## config.mk

```make
export PLATFORM = sky130hd
export DESIGN_NAME = debounce_sync
export DESIGN_NICKNAME = d
export VERILOG_FILES = /design/src/rtl/debounce_sync.sv
export SDC_FILE = /design/constraint.sdc
export NUM_CORES = 1
export LEC_CHECK = 0
export BUFFER_PORTS_ARGS = -buffer_cell sky130_fd_sc_hd__buf_2
export CORE_AREA = 2 2 39 41
export CTS_CLUSTER_DIAMETER = 50
export DETAILED_ROUTE_END_ITERATION = 6
export DIE_AREA = 0 0 41 43
export PLACE_DENSITY = 0.42
export REMOVE_ABC_BUFFERS = 1
export SYNTH_ARGS = -nofsm -noshare
export SYNTH_HDL_FRONTEND = slang
export SYNTH_SLANG_ARGS = --single-unit
export TNS_END_PERCENT = 100
```

## constraint.sdc

```tcl
create_clock -name CLK -period 3.2 [get_ports CLK]
set_input_delay 0.16 -clock CLK [delete_from_list [all_inputs] [get_ports CLK]]
set_output_delay 0.16 -clock CLK [all_outputs]
set_load 0.05 [all_outputs]
```

## src/rtl/debounce_sync.sv

```systemverilog
// debounce_sync: two-flop synchroniser, debounce FSM and stability counter for a bouncy input.
// Optional rise/fall edge pulses are built only when DEBOUNCE_EDGE_EN is defined.
`timescale 1ps/1ps

module debounce_sync #(
    parameter int STABLE_CNT = 4,
    parameter int CNT_W      = 3
) (
    input  logic CLK,
    input  logic res,
    input  logic din,
    output logic dout,
    output logic rise,
    output logic fall
);

    typedef enum logic [1:0] {
        IDLE_LO = 2'd0,
        CHK_HI  = 2'd1,
        IDLE_HI = 2'd2,
        CHK_LO  = 2'd3
    } state_t;

    localparam logic [CNT_W-1:0] CNT_LIMIT = CNT_W'(STABLE_CNT);
    localparam logic [CNT_W-1:0] CNT_ONE   = CNT_W'(1);

    // The counter must be able to reach STABLE_CNT without wrapping.
    generate
        if (STABLE_CNT < 1 || STABLE_CNT > (2**CNT_W) - 1) begin : g_bad_cfg
            $error("debounce_sync: STABLE_CNT=%0d out of range for CNT_W=%0d", STABLE_CNT, CNT_W);
        end
    endgenerate

    logic             s1;
    logic             s2;
    state_t           state;
    logic [CNT_W-1:0] cnt;

    always_ff @(posedge CLK) begin
        if (res) begin
            s1 <= 1'b0;
            s2 <= 1'b0;
        end else begin
            s1 <= din;
            s2 <= s1;
        end
    end

    // A glitch back to the current level at any point in CHK_* drops the count entirely.
    always_ff @(posedge CLK) begin
        if (res) begin
            state <= IDLE_LO;
            cnt   <= '0;
            dout  <= 1'b0;
`ifdef DEBOUNCE_EDGE_EN
            rise  <= 1'b0;
            fall  <= 1'b0;
`endif
        end else begin
`ifdef DEBOUNCE_EDGE_EN
            rise <= 1'b0;
            fall <= 1'b0;
`endif
            case (state)
                IDLE_LO: begin
                    if (s2) begin
                        state <= CHK_HI;
                        cnt   <= CNT_ONE;
                    end
                end
                CHK_HI: begin
                    if (!s2) begin
                        state <= IDLE_LO;
                        cnt   <= '0;
                    end else if (cnt == CNT_LIMIT) begin
                        state <= IDLE_HI;
                        cnt   <= '0;
                        dout  <= 1'b1;
`ifdef DEBOUNCE_EDGE_EN
                        rise  <= 1'b1;
`endif
                    end else begin
                        cnt <= cnt + CNT_ONE;
                    end
                end
                IDLE_HI: begin
                    if (!s2) begin
                        state <= CHK_LO;
                        cnt   <= CNT_ONE;
                    end
                end
                CHK_LO: begin
                    if (s2) begin
                        state <= IDLE_HI;
                        cnt   <= '0;
                    end else if (cnt == CNT_LIMIT) begin
                        state <= IDLE_LO;
                        cnt   <= '0;
                        dout  <= 1'b0;
`ifdef DEBOUNCE_EDGE_EN
                        fall  <= 1'b1;
`endif
                    end else begin
                        cnt <= cnt + CNT_ONE;
                    end
                end
                default: begin
                    state <= IDLE_LO;
                    cnt   <= '0;
                    dout  <= 1'b0;
                end
            endcase
        end
    end

`ifndef DEBOUNCE_EDGE_EN
    assign rise = 1'b0;
    assign fall = 1'b0;
`endif

endmodule

```

# Yosys cells after proc, flatten, opt, wreduce, memory -nomap -nowiden
# Index checks and enable logic that the tools add are counted.
# W data, S select, Z words.
[op_classes] shift=0 magnitude_cmp=0 n_mux=18 n_mul=0 add_sub_neg=1 bitwise=0 eq_ne=12 div_mod_pow=0 n_reduce_logical=5
[op_table] op="$mux W3" n=5
[op_table] op="$mux W2" n=6
[op_table] op="$ne A2 B2 Y1 const B" n=6
[op_table] op="$pmux W3 S4" n=1
[op_table] op="$pmux W2 S4" n=1
[op_table] op="$ne A3 B3 Y1 const B" n=2
[op_table] op="$reduce_and A5 Y1" n=1
[op_table] op="$eq A2 B2 Y1 const B" n=2
[op_table] op="$mux W1" n=4
[op_table] op="$reduce_and A4 Y1" n=1
[op_table] op="$add A3 B1 Y3 const B" n=1
[op_table] op="$eq A3 B3 Y1 const B" n=1
[op_table] op="$eq A2 B1 Y1 const B" n=1
[op_table] op="$logic_not A2 Y1" n=1
[op_table] op="$pmux W1 S2" n=1
[op_table] op="$reduce_and A2 Y1" n=1
[op_table] op="$reduce_bool A2 Y1" n=1
[word_totals] n_memories=0 mem_bits_rw=0 regBits=8 output_inout_bits=3 latchBits=0 mem_bits_ro=0 word_cells=41

# Depth between registers and ports, before layout
# Gate-level depths: netlist of the first run.
[depth] depth_word=4 depth_mapped=5

# Worst setup path before layout of the first run
# No wires, ideal clock.
[synth_timing] path_kind="register to register" from="reg cnt[0]" to="reg cnt[0]" setup_time_ns=0.103 path_buffers=0 path_stages_with_launch=5 setup_slack_ns=1.992 required_time_ns=3.097 arrival_time_ns=1.105 cell_sequence="dfxtp_1 inv_1 ha_1 and3_2 a2111oi_2"
[synth_via] elab_chain_len=4
[synth_rtl] element="start: declaration" line="37" text="logic [CNT_W-1:0] cnt;"
[synth_rtl] element="start signal: assignment" line="83" text="cnt <= cnt + CNT_ONE;"
[synth_rtl] element="start signal: assignment" line="104" text="cnt <= cnt + CNT_ONE;"
[synth_rtl] element="$add A3 B1 Y3 / $eq A3 B3 Y1 (equally long branches)"
[synth_rtl] element="$mux W3 *" line="75, 96"
[synth_rtl] element="$mux W3, on equally long branches" line="93, 72"
[synth_rtl] element="$pmux W3 S4 *" line="64" text="case (state)"
# Every way passes the cells marked *; elsewhere a longest branch is shown, timed or not.
# A chain may end at the register's enable or synchronous reset.

# Worst setup path in the final report of the first run
[layout_timing] from="reg cnt[0]" to="reg dout"
[layout_via] elab_chain_len=3
[layout_rtl] element="$eq A3 B3 Y1 *" line="75, 96"
[layout_rtl] element="$ne A2 B2 Y1 (no line)"
[layout_rtl] element="$reduce_and A5 Y1 (no line) *"
[layout_rtl] element="end signal: assignment" line="78" text="dout <= 1'b1;"
[layout_rtl] element="end signal: assignment" line="99" text="dout <= 1'b0;"
[layout_rtl] element="end signal: assignment" line="110" text="dout <= 1'b0;"
[layout_rtl] element="end: declaration" line="12" text="output logic dout,"
# Marks and branches as above.

==> impl_metrics.py, run 1 <==
metrics = {
    "detailed_routing": {
        "wl_per_cell_um": 10.2,
        "routed_via_density": 4.80,
        "drt_iter0_markers": 2,
        "wl_met3_um": 14,
        "wl_met1_um": 278,
        "highest_layer": "met3",
        "first_pass_iters": 4,
        "dr_total_vias": 288,
        "drtAntennaViolNets": 0,
        "drcViolationCount": 0,
        "wl_um": 611,
        "wl_met2_um": 318,
    },
    "setup_path": {
        "reg2reg_depth": 5,
        "worstReg2RegEnd": "dout",
        "worstSetupStartpointType": "register",
        "path_max_fanout": 4,
        "required_ns": 3.32,
        "crit_arrival_ns": 1.44,
        "endpoint_kind": "register",
        "rr_startpoint": "cnt[0]",
        "rrSetupSlack_ns": 1.88,
        "path_class": "reg -> reg",
    },
    "placed_design": {
        "io_buffers": 3,
        "pre_cts_slack_ns": 1.90,
        "gp_congestion": 0.776,
    },
    "logic_synthesis": {
        "yosysWarningCount": 0,
        "syn_inst": 40,
        "synth.cell_area_um2": 374,
        "avgSynthCellArea_um2": 9.35,
        "ys_seq_elements": 8,
        "ys_seq_area_share_pct": 42.8,
        "ys_types": 22,
    },
    "power": {
        "vdd_drop_max_mv": 0.219,
        "p_clk_share_pct": 34.8,
        "power.internal_mw": 0.154,
        "p_leak_nw": 0.158,
        "p_sw_share_pct": 26.3,
        "switching_power_mw": 0.0551,
        "pwr-share-comb_pct": 13.6,
        "p_per_area_mw_per_mm2": 503,
        "seqPwrFrac_pct": 51.7,
    },
    "sta": {
        "finalSetupViolations": 0,
        "period_minus_slack_ns": 1.32,
        "hold_ws_ns": 0.128,
        "hold_violations": 0,
        "min_period_over_period_pct": 41.3,
        "rsz0062_at_grt": "no",
        "max_freq_mhz": 757,
        "setup_slack_ns": 1.88,
        "setup_tns_ns": 0,
        "slew_viol_final": 0,
        "fin_skew_ns": 0.00652,
    },
    "hold_path": {
        "whs_endpoint": "s1",
        "hp-start": "din",
        "holdPathStages": 2,
        "hp-class": "in -> reg",
    },
    "clocking": {
        "cts_hold_buf": 0,
        "post-cts-setup-buffers": 0,
        "root_buffer": "clkbuf_4",
        "clk_pin_slew_ns": 0.05,
        "clock_latency_ns": 0.24,
        "cts_resized": 0,
        "cts_tree": "yes",
        "numCtsBuffers": 3,
        "cts_max_level": 1,
        "cts_max_path_buffers": 2,
        "numClockSinks": 8,
    },
    "die": {
        "dieArea_mm2": 0.00176,
        "io_pins": 6,
        "design.core.area_mm2": 0.00138,
        "fp-row-count": 14,
        "fp.dieH_um": 43,
        "fp.dieW_um": 41,
        "initial_core_util_pct": 27.0,
    },
    "cells_and_area": {
        "num_antenna_cells": 0,
        "nets": 51,
        "layout_common_cells": "dfxtp_1, nand3_1",
        "drive_gt1_share_pct": 22.7,
        "final_common_cell": "dfxtp_1",
        "syn2layout_area_growth_pct": 11.4,
    },
    "status": {
        "status": "complete, no violations",
    },
    "global_route": {
        "first_global_vias": 268,
        "antenna_found_initial": 0,
        "grt_max_degree": 10,
        "grt_pass1_wl_mm": 1.06,
        "grt_overflow": 0,
        "grt_usage_pct": 8.86,
    },
    "flow_run": {
        "maxCapViolCount": 0,
    },
}
## how the worst max path moves through the flow
stage / from / endpoint / slack [ns] / cells after the start
6_report: cnt[0] / dout / 1.88 / 5
4_1_cts: cnt[0] / dout / 1.88 / 5
5_1_grt: cnt[0] / cnt[0] / 1.82 / 4
3_5_place_dp: cnt[0] / cnt[0] / 1.90 / 4
2_1_floorplan: cnt[0] / cnt[0] / 1.99 / 4
3_3_place_gp: cnt[0] / dout / 1.95 / 5
## stage by stage
| stage | std cells | total power, mW | cell area, µm² | utilization (%) |
|---|---|---|---|---|
| after global routing | 60 | 0.222 | 417 | 30.1 |
| after CTS | 60 | 0.213 | 417 | 30.1 |
| after floorplan | 38 | 0.131 | 359 | - |
| after global placement | 57 | 0.138 | 394 | 28.5 |
| final | 60 | 0.210 | 417 | 30.1 |
| after detailed placement | 57 | 0.139 | 394 | 28.5 |
## worst max-delay path: stages, from the launching register on
cell	delay, ns
dfxtp_1	0.39
inv_1	0.06
ha_1	0.23
and3_2	0.26
a21oi_1	0.16
o22ai_1	0.10
## layout make-up
class / instances / area [µm²]
flip-flops and latches: 8 / 160
repair buffers: 3 / 15.0
multi-input cells: 27 / 188
inverters: 3 / 11.3
clock buffers: 3 / 22.5
well taps: 16 / 20.0
fillers: 142 / 967
## synthesized netlist by cell type (all sizes together)
cell | count | area (µm²)
nand4 | 1 | 6.26
o21ai | 1 | 5.00
buf | 2 | 15.0
conb | 1 | 3.75
clkbuf | 1 | 3.75
a31oi | 1 | 6.26
nand3 | 4 | 20.0
ha | 2 | 25.0
nor2 | 3 | 11.3
xnor2 | 1 | 8.76
a21oi | 2 | 10.0
nor2b | 2 | 12.5
nand4b | 1 | 8.76
xor2 | 1 | 16.3
or2 | 1 | 6.26
dfxtp | 8 | 160
nor3 | 1 | 5.00
inv | 3 | 11.3
o22ai | 1 | 6.26
mux2i | 1 | 10.0
a2111oi | 1 | 15.0
and3 | 1 | 7.51
## power by group through the flow
stage               registers [mW]  logic (mW)  clock network [mW]
floorplan                    0.117      0.0137                   0
global placement             0.110      0.0278                   0
detailed placement           0.110      0.0282                   0
CTS                          0.108      0.0286              0.0758
global route                 0.109      0.0307              0.0827
finish                       0.108      0.0284              0.0729
## logic make-up after synthesis
group | after synthesis | share of synthesized area [%]
compound gates | 6 | 11.4
fa+ha+maj | 2 | 6.69
xor+xnor | 2 | 6.69
other cells | 1 | 1.00
flops | 8 | 42.8
buf+inv | 6 | 8.02
simple gates | 14 | 20.7
mux | 1 | 2.68
## routing by layer
layer	up-vias	track usage, %
li1	144	-
met1	139	12.7
met2	5	11.6
met3	0	1.57
met4	0	6.00
met5	-	0
Power figures use the tool's default switching activity.
==> run 2: changes to the inputs <==
--- a/config.mk
+++ b/config.mk
@@ -5,12 +5,13 @@
 export SDC_FILE = /design/constraint.sdc
 export NUM_CORES = 1
 export LEC_CHECK = 0
+export ABC_AREA = 1
 export BUFFER_PORTS_ARGS = -buffer_cell sky130_fd_sc_hd__buf_2
 export CORE_AREA = 2 2 39 41
 export CTS_CLUSTER_DIAMETER = 50
 export DETAILED_ROUTE_END_ITERATION = 6
 export DIE_AREA = 0 0 41 43
-export PLACE_DENSITY = 0.42
+export PLACE_DENSITY = 0.44
 export REMOVE_ABC_BUFFERS = 1
 export SYNTH_ARGS = -nofsm -noshare
 export SYNTH_HDL_FRONTEND = slang
==> constraint.sdc (replaced) <==
create_clock -name CLK -period 1.24 [get_ports CLK]
set_input_delay 0.062 -clock CLK [delete_from_list [all_inputs] [get_ports CLK]]
set_output_delay 0.062 -clock CLK [all_outputs]
set_load 0.05 [all_outputs]
==> run 2 against run 1 <==
Largest cell class unchanged. Sequential share of layout area is 1.8 points lower. Synthesized cell count up 28%. Cell area grew 4.8%. Die area stayed put. Combinational power up 38%. Highest routed layer is now met4. Sequential cell count is the same. Clock power rose to 2.7 times the previous value.
==> impl_metrics.py, run 2 <==
metrics = {
    "sta": {
        "rsz0062_at_grt": "no",
        "max_freq_mhz": 951,
        "hold_ws_ns": 0.0146,
        "finalSetupViolations": 0,
        "fin_skew_ns": 0.00178,
        "setup_tns_ns": 0,
        "slew_viol_final": 0,
        "min_period_over_period_pct": 84.8,
        "period_minus_slack_ns": 1.05,
        "hold_violations": 0,
        "setup_slack_ns": 0.188,
    },
    "logic_synthesis": {
        "avgSynthCellArea_um2": 7.65,
        "synth.cell_area_um2": 390,
        "ys_top_cells_by_count": "inv_1, dfxtp_1, nand2_1, nor2_1, nand3_1",
        "syn_inst": 51,
        "yosysWarningCount": 0,
        "yosysTopAreaCell": "dfxtp_1",
        "synth_edf_count": 0,
        "synth.most_common_cell": "inv_1",
        "ys_seq_area_share_pct": 41.0,
        "ys_seq_elements": 8,
        "synth_flop_cell": "dfxtp_1",
        "ys_types": 17,
        "synthTopCellsByArea": "dfxtp_1, inv_1, ha_1",
        "synth_top_area_share_pct": 41.0,
        "synthArstFlopShare_pct": 0,
    },
    "die": {
        "fp-row-count": 14,
        "design.core.area_mm2": 0.00138,
        "io_pins": 6,
        "initial_core_util_pct": 28.2,
        "dieArea_mm2": 0.00176,
        "fp.dieW_um": 41,
        "fp.dieH_um": 43,
    },
    "setup_path": {
        "path_class": "reg -> reg",
        "crit_arrival_ns": 1.24,
        "path_max_fanout": 3,
        "endpoint_kind": "register",
        "worstSetupStartpointType": "register",
        "required_ns": 1.43,
    },
    "detailed_routing": {
        "first_pass_iters": 3,
        "drtAntennaViolNets": 0,
        "drcViolationCount": 0,
        "wl_um": 609,
        "drt_iter0_markers": 2,
        "dr_total_vias": 293,
        "routed_via_density": 4.07,
        "wl_per_cell_um": 8.46,
    },
    "clocking": {
        "cts_tree": "yes",
        "numClockSinks": 8,
        "root_buffer": "clkbuf_4",
        "clock_latency_ns": 0.25,
        "cts_max_path_buffers": 2,
        "cts_hold_buf": 0,
        "cts_resized": 0,
        "clk_pin_slew_ns": 0.06,
        "numCtsBuffers": 3,
        "cts_max_level": 1,
        "post-cts-setup-buffers": 0,
    },
    "power": {
        "p_per_area_mw_per_mm2": 1160,
        "vdd_drop_max_mv": 0.599,
        "fin_total_pwr_mw": 0.505,
        "p_leak_nw": 0.186,
    },
    "cells_and_area": {
        "final_common_cell": "inv_1",
        "num_antenna_cells": 0,
        "nets": 63,
        "drive_gt1_share_pct": 21.4,
        "multi_input_area_um2": 178,
        "fill_cells": 157,
        "syn2layout_area_growth_pct": 11.9,
        "layout_common_cells": "inv_1, dfxtp_1, nand2_1",
        "post-route-util_pct": 31.6,
        "ff_latch_area_um2": 160,
        "fin_area_um2": 437,
        "fin_cells": 72,
    },
    "placed_design": {
        "place_area_um2": 414,
        "dp.cells": 69,
        "dpl.hpwl_um": 496,
        "pre_cts_slack_ns": 0.189,
        "io_buffers": 3,
        "gp_congestion": 0.729,
    },
    "global_route": {
        "first_global_vias": 269,
        "grt_overflow": 0,
        "grt_max_degree": 7,
        "grt_usage_pct": 9.05,
        "grt_pass1_wl_um": 993,
        "antenna_found_initial": 0,
    },
    "status": {
        "status": "complete, no violations",
    },
    "hold_path": {
        "hp-class": "in -> reg",
    },
    "flow_run": {
        "maxCapViolCount": 0,
    },
}
## run 2: cell count changes after synthesis, moves of 2 or more
cell	change
inv_1	+7
nand2_1	+6
nand2_2	+2
nor2_1	+2
nor2b_1	-2
o21ai_1	+2
## run 2: worst paths after layout
kind         startpoint  endpoint  slack, ns  cells after the start
max              cnt[0]    cnt[2]       0.19                      7
min                 din        s1       0.01                      3
max reg2reg      cnt[0]    cnt[2]       0.19                      7
min reg2reg          s1        s2       0.42                      2
## run 2: cells by family after synthesis
group / count (synthesis) / synth area share [%]
AO/OA/AOI/OAI: 6 / 9.30
adder cells (fa/ha/maj): 2 / 6.41
buffers and inverters: 13 / 14.4
flip-flops: 8 / 41.0
other: 1 / 0.961
AND/OR/NAND/NOR: 21 / 27.9
## run 2: critical path, cell delays in order (launching register included)
cell     delay [ns]
dfxtp_1        0.33
inv_1          0.07
ha_1           0.21
nor2_1         0.11
nand2_1        0.06
nand2_1        0.07
nand2_2        0.06
a21oi_2        0.10
## run 2: report_power, final
part           leakage, nW  switching (mW)  internal [mW]  total [mW]
logic                0.107          0.0301        0.00903      0.0391
registers           0.0651         0.00323          0.263       0.266
clock network       0.0138          0.0888          0.111       0.200
total                0.186           0.122          0.383       0.505
## run 2: layout make-up
cell class / count / area share, %
flip-flops and latches: 8 / 36.7
multi-input cells: 31 / 40.7
well taps: 16 / 4.58
repair buffers: 3 / 3.44
inverters: 11 / 9.46
clock buffers: 3 / 5.16
## run 2: metal layers
| layer | vias to the layer above | routed length (µm) | part of all wire, % | global-route usage (%) |
|---|---|---|---|---|
| li1 | 165 | - | - | - |
| met1 | 120 | 299 | 49 | 9.39 |
| met2 | 6 | 283 | 46 | 13.4 |
| met3 | 2 | 13 | 2.1 | 1.57 |
| met4 | 0 | 13 | 2.1 | 10.0 |
| met5 | - | 0 | 0 | 0 |
